`config.mk`:
```
export PLATFORM = sky130hd
export DESIGN_NAME = leb128_fetch
export DESIGN_NICKNAME = d
export VERILOG_FILES = /design/src/rtl/leb128_fetch.sv
export SDC_FILE = /design/constraint.sdc
export NUM_CORES = 1
export LEC_CHECK = 0
export ABC_AREA = 1
export CAP_MARGIN = 20
export CORE_MARGIN = 2
export CORE_UTILIZATION = 30
export CTS_CLUSTER_DIAMETER = 120
export DETAILED_ROUTE_END_ITERATION = 7
export PLACE_DENSITY = 0.51
export SYNTH_ARGS = -nofsm -noshare
export SYNTH_HDL_FRONTEND = slang
export SYNTH_SLANG_ARGS = --single-unit
```
`constraint.sdc`:
```
create_clock -name clk -period 8.35 [get_ports clk]
set_clock_uncertainty 0.15 [all_clocks]
set_input_delay 2.0875 -clock clk [delete_from_list [all_inputs] [get_ports clk]]
set_output_delay 2.0875 -clock clk [all_outputs]
set_load 0.005 [all_outputs]
```
`src/rtl/leb128_fetch.sv`:
```
// rtl/leb128_fetch.sv - LEB128 immediate fetcher: reads bytes over a ready/enable
// handshake and decodes an unsigned or signed value of IMM_WIDTH bits.
module leb128_fetch #(
  parameter int IMM_WIDTH  = 64,
  parameter int ADDR_WIDTH = 32
) (
  input  logic                  clk,
  input  logic                  rst,
  input  logic                  start,
  input  logic                  signed_mode,
  input  logic [ADDR_WIDTH-1:0] start_pc,
  output logic                  busy,
  output logic                  done,
  output logic                  error,
  output logic [IMM_WIDTH-1:0]  imm,
  output logic [ADDR_WIDTH-1:0] next_pc,
  output logic [3:0]            byte_count,
  output logic [ADDR_WIDTH-1:0] mem_addr,
  output logic                  mem_read_en,
  input  logic [7:0]            mem_data,
  input  logic                  mem_ready
);

  localparam int MAX_BYTES = (IMM_WIDTH + 6) / 7;
  // Payload bits actually used by the final permitted byte.
  localparam int R = IMM_WIDTH - 7 * (MAX_BYTES - 1);
  localparam logic [13:0] UM_WIDE = 14'h007F << R;
  localparam logic [13:0] SM_WIDE = 14'h007F << (R - 1);
  localparam logic [6:0]  UMASK   = UM_WIDE[6:0];
  localparam logic [6:0]  SMASK   = SM_WIDE[6:0];
  localparam logic [3:0]  LAST_K  = 4'(MAX_BYTES - 1);

  typedef enum logic [2:0] {S_IDLE, S_DRAIN, S_REQ, S_RELEASE, S_DONE} state_t;

  state_t                state, state_n;
  logic [IMM_WIDTH-1:0]  acc, acc_n;
  logic [3:0]            k, k_n;
  logic                  err, err_n;
  logic                  fin, fin_n;
  logic                  sgn, sgn_n;
  logic [ADDR_WIDTH-1:0] pc_base, pc_base_n;
  logic                  busy_n, done_n, error_n, mem_read_en_n;
  logic [IMM_WIDTH-1:0]  imm_n;
  logic [ADDR_WIDTH-1:0] next_pc_n, mem_addr_n;
  logic [3:0]            byte_count_n;

  logic [6:0]            sh, sh1;
  logic [3:0]            k_inc;
  logic [IMM_WIDTH-1:0]  payload, acc_upd, ext_mask, acc_fin;
  logic [6:0]            pad_u, pad_s;
  logic                  last_byte, at_last, pad_bad, err_byte;

  // Shifting within IMM_WIDTH drops payload bits that fall above the value width.
  assign k_inc     = k + 4'd1;
  assign sh        = 7'(k) * 7'd7;
  assign sh1       = 7'(k_inc) * 7'd7;
  assign payload   = {{(IMM_WIDTH-7){1'b0}}, mem_data[6:0]} << sh;
  assign acc_upd   = acc | payload;
  assign ext_mask  = {IMM_WIDTH{1'b1}} << sh1;
  assign last_byte = ~mem_data[7];
  assign at_last   = (k == LAST_K);
  assign pad_u     = mem_data[6:0] & UMASK;
  assign pad_s     = mem_data[6:0] & SMASK;
  assign pad_bad   = sgn ? ((pad_s != 7'd0) && (pad_s != SMASK)) : (pad_u != 7'd0);
  assign err_byte  = at_last & (mem_data[7] | pad_bad);
  assign acc_fin   = (sgn && last_byte && mem_data[6]) ? (acc_upd | ext_mask) : acc_upd;

  always_ff @(posedge clk) begin
    if (rst) begin
      state       <= S_IDLE;
      acc         <= '0;
      k           <= '0;
      err         <= 1'b0;
      fin         <= 1'b0;
      sgn         <= 1'b0;
      pc_base     <= '0;
      busy        <= 1'b0;
      done        <= 1'b0;
      error       <= 1'b0;
      imm         <= '0;
      next_pc     <= '0;
      byte_count  <= '0;
      mem_addr    <= '0;
      mem_read_en <= 1'b0;
    end else begin
      state       <= state_n;
      acc         <= acc_n;
      k           <= k_n;
      err         <= err_n;
      fin         <= fin_n;
      sgn         <= sgn_n;
      pc_base     <= pc_base_n;
      busy        <= busy_n;
      done        <= done_n;
      error       <= error_n;
      imm         <= imm_n;
      next_pc     <= next_pc_n;
      byte_count  <= byte_count_n;
      mem_addr    <= mem_addr_n;
      mem_read_en <= mem_read_en_n;
    end
  end

  always_comb begin
    state_n       = state;
    acc_n         = acc;
    k_n           = k;
    err_n         = err;
    fin_n         = fin;
    sgn_n         = sgn;
    pc_base_n     = pc_base;
    busy_n        = busy;
    done_n        = 1'b0;
    error_n       = error;
    imm_n         = imm;
    next_pc_n     = next_pc;
    byte_count_n  = byte_count;
    mem_addr_n    = mem_addr;
    mem_read_en_n = mem_read_en;
    case (state)
      S_IDLE: begin
        if (start) begin
          sgn_n     = signed_mode;
          pc_base_n = start_pc;
          acc_n     = '0;
          k_n       = '0;
          err_n     = 1'b0;
          fin_n     = 1'b0;
          busy_n    = 1'b1;
          // A ready left high by an earlier transfer must drop before a new request.
          if (mem_ready) begin
            state_n = S_DRAIN;
          end else begin
            state_n       = S_REQ;
            mem_addr_n    = start_pc;
            mem_read_en_n = 1'b1;
          end
        end
      end
      S_DRAIN: begin
        mem_read_en_n = 1'b0;
        if (!mem_ready) begin
          state_n       = S_REQ;
          mem_addr_n    = pc_base;
          mem_read_en_n = 1'b1;
        end
      end
      S_REQ: begin
        if (mem_ready) begin
          acc_n         = acc_fin;
          k_n           = k_inc;
          err_n         = err_byte;
          fin_n         = last_byte | at_last;
          mem_read_en_n = 1'b0;
          state_n       = S_RELEASE;
        end
      end
      S_RELEASE: begin
        if (!mem_ready) begin
          if (fin) begin
            state_n      = S_DONE;
            done_n       = 1'b1;
            error_n      = err;
            imm_n        = err ? '0 : acc;
            next_pc_n    = pc_base + ADDR_WIDTH'(k);
            byte_count_n = k;
          end else begin
            state_n       = S_REQ;
            mem_addr_n    = pc_base + ADDR_WIDTH'(k);
            mem_read_en_n = 1'b1;
          end
        end
      end
      S_DONE: begin
        busy_n  = 1'b0;
        state_n = S_IDLE;
      end
      default: state_n = S_IDLE;
    endcase
  end

endmodule

```
==> qor.txt <==
Worst Path Max Fanout - 20
Clock Latency Late Sink - 570 ps
Hold Path Depth - 2
Post-Syn Instances - 1740
DRC - 0
cts repair resizes - 0
vias per inst - 4.78
Die Y - 199 um
Max Root-Sink Buffers - 3
Final period util - 63.8%
yosys warns - 0
Reg area - 4840 um2
Placer Congestion - 0.927
syn avg cell area - 6.56 um2
TritonCTS buffer count - 29
H-tree depth - 1
flop-to-flop setup slack - 3020 ps
Top-Level Pins - 181
die area - 39700 um2
vias after detailed routing - 11500
GR Layer Usage met1 - 24.8%
# fillers - 4100
crit path DAT - 5660 ps
RSZ-0062 raised after global routing - no
actual slew at the worst max-slew pin - 1010 ps
Initial DRT Pass Iterations - 5
Leak Pwr - 5.90 nW
Antenna Diode Count - 0
Total Nets Final - 1928
worst vdd ir - 0.181 mV
Relative slew margins - 32.5%
most common cell after layout, fill and taps aside - nand2_1
Worst setup SP type - flop
starting density of the core - 30.4%
first-pass GRT wire length - 62.9 mm
post-route ant nets - 0
wirelength, routed - 41.0 mm
Post-Syn Area - 11400 um2
GRT Max-Usage Layer - met2
initial antenna violation count - 0
GR Layer Usage met3 - 3.14%
Layout area overhead - 28.1%
cts hold-fix bufs - 0
pin count of the biggest net entering global routing - 98
share of cells above drive strength 1 - 4.12%
Design Power - 0.00315 W
post-synth cell types - 35
site row count - 71
met2 Use GR - 37.5%
Reg2Reg Depth - 15
max-slew violation count - 0
reg2reg start - k[0]
die width - 199 um
FF-to-FF End - acc[12]
Setup Fix Bufs, Post-CTS - 0
WP data required - 8680 ps
status - finished, final reports clean
number of buffers added on ports - 180
Crit Path Class - reg -> reg
vias in the first global route - 11100
final setup violation count - 0
Remaining Overflow, GRT - 0
Clock transition at path regs - 60 ps
Final Hold Fails - 0
sequential-to-total area share from yosys stat - 42.4%
commonest non-fill, non-tap cells in the layout - 499 x nand2_1, 242 x dfxtp_1, 225 x a21oi_1
Fin Hold WS - 298 ps
Pwr Density - 215 nW/um2
core area - 37600 um2
Min-Delay Startpoint - acc[3]
Total GRT Usage - 20.4%
Yosys reg bits - 242
Multi-input gate area - 5520 um2
setup TNS - 0 ps
clock root buffer - clkbuf_16
drt wl/cell - 17.1 um
fmax - 188 MHz
CTS sink cnt - 242
hold crit path type - reg -> reg
Max Cap Violations - 0
hold path endpoint - acc[3]
endpoint class of the critical path - flop
TritonCTS clock tree - built
fin crit period - 5330 ps
Detailed Route Iter0 Violations - 607
Top FF cell, synth - dfxtp_1
Syn Nets - 1798
Post-synth EDFFs - 0
Final HPWL DP - 29.0 mm
FFs w/ async S/R, synth - 0%
==> critical path, cell delays in order, from the launching register on <==
cell and delay (ps):
dfxtp_1 820, clkinv_1 580, ha_1 480, or2_2 310, nand2_1 90, xor2_1 160, ha_1 200, inv_1 60
fa_1 400, xor2_1 560, inv_1 520, a21oi_1 440, nand3_1 130, nand2_1 90, nand2_1 80, a21oi_1 150
==> routing by layer <==
metal,vias up,part of all wire (%)
met1,5328,43
met3,63,4.6
li1,5811,-
met2,276,51
met4,0,2.3
met5,-,0
==> sequential cells by signal, summed over array words and instances (netlist names) <==
| name | count |
|---|---|
| acc | 64 |
| busy | 1 |
| byte_count | 4 |
| done | 1 |
| err | 1 |
| error | 1 |
| fin | 1 |
| imm | 64 |
| k | 4 |
| mem_addr | 32 |
| mem_read_en | 1 |
| next_pc | 32 |
| pc_base | 32 |
| sgn | 1 |
| state | 3 |
==> power by group <==
group	total [W]	internal [W]	switching (W)
Clock	0.00128	0.000766	0.000510
Combinational	0.000604	0.000192	0.000413
Sequential	0.00127	0.00122	0.0000542
==> cells by family (layout without fill, tap and decap cells) <==
| family | after synthesis | in the layout | share of synthesized area [%] |
|---|---|---|---|
| fa+ha+maj | 13 | 13 | 1.56 |
| xor+xnor | 15 | 15 | 1.15 |
| flops | 242 | 242 | 42.4 |
| buf+inv | 276 | 427 | 9.37 |
| compound gates | 375 | 375 | 16.7 |
| simple gates | 819 | 819 | 28.9 |
==> final cells by class <==
cell class / instances / area share, %
Inverter: 180 / 4.62
Clock inverter: 14 / 1.14
Sequential cell: 242 / 33.1
Clock buffer: 38 / 5.46
Tap cell: 511 / 4.37
Multi-Input combinational cell: 1222 / 37.7
Timing Repair Buffer: 195 / 13.6
==> worst max-delay path by stage <==
stage	to	start	slack, ps
2_1_floorplan	acc[51]	k[1]	4710
3_3_place_gp	imm[38]	mem_ready	2560
3_5_place_dp	imm[55]	mem_ready	2750
4_1_cts	acc[55]	k[0]	2980
5_1_grt	acc[12]	k[0]	2700
6_report	acc[12]	k[0]	3020
==> stage by stage <==
step	utilization (%)	std cells	setup WS [ps]	instance area, um2
after floorplan	-	1740	4710	11400
after global placement	36.1	2345	2560	13600
after detailed placement	36.2	2347	2750	13600
after CTS	38.8	2399	2980	14600
after global routing	38.9	2402	2700	14600
final	38.9	2402	3020	14600
==> synthesized netlist by cell type (2+ instances only) <==
library cell | instances | area (um2)
nor3_1 | 20 | 100
buf_4 | 6 | 45.0
nor2_4 | 2 | 22.5
o21ai_1 | 10 | 50.1
nand4_1 | 10 | 62.6
inv_1 | 173 | 649
a21oi_1 | 225 | 1130
nor2_1 | 171 | 642
o21ai_0 | 130 | 651
inv_2 | 5 | 18.8
dfxtp_1 | 242 | 4840
buf_1 | 8 | 30.0
nand2_1 | 502 | 1880
fa_1 | 2 | 40.0
xor2_1 | 15 | 131
ha_1 | 11 | 138
clkinv_1 | 2 | 7.51
nand3_1 | 107 | 536
buf_2 | 9 | 45.0
a211oi_1 | 3 | 22.5
clkbuf_1 | 73 | 274
(Power assumes the default switching activity.)
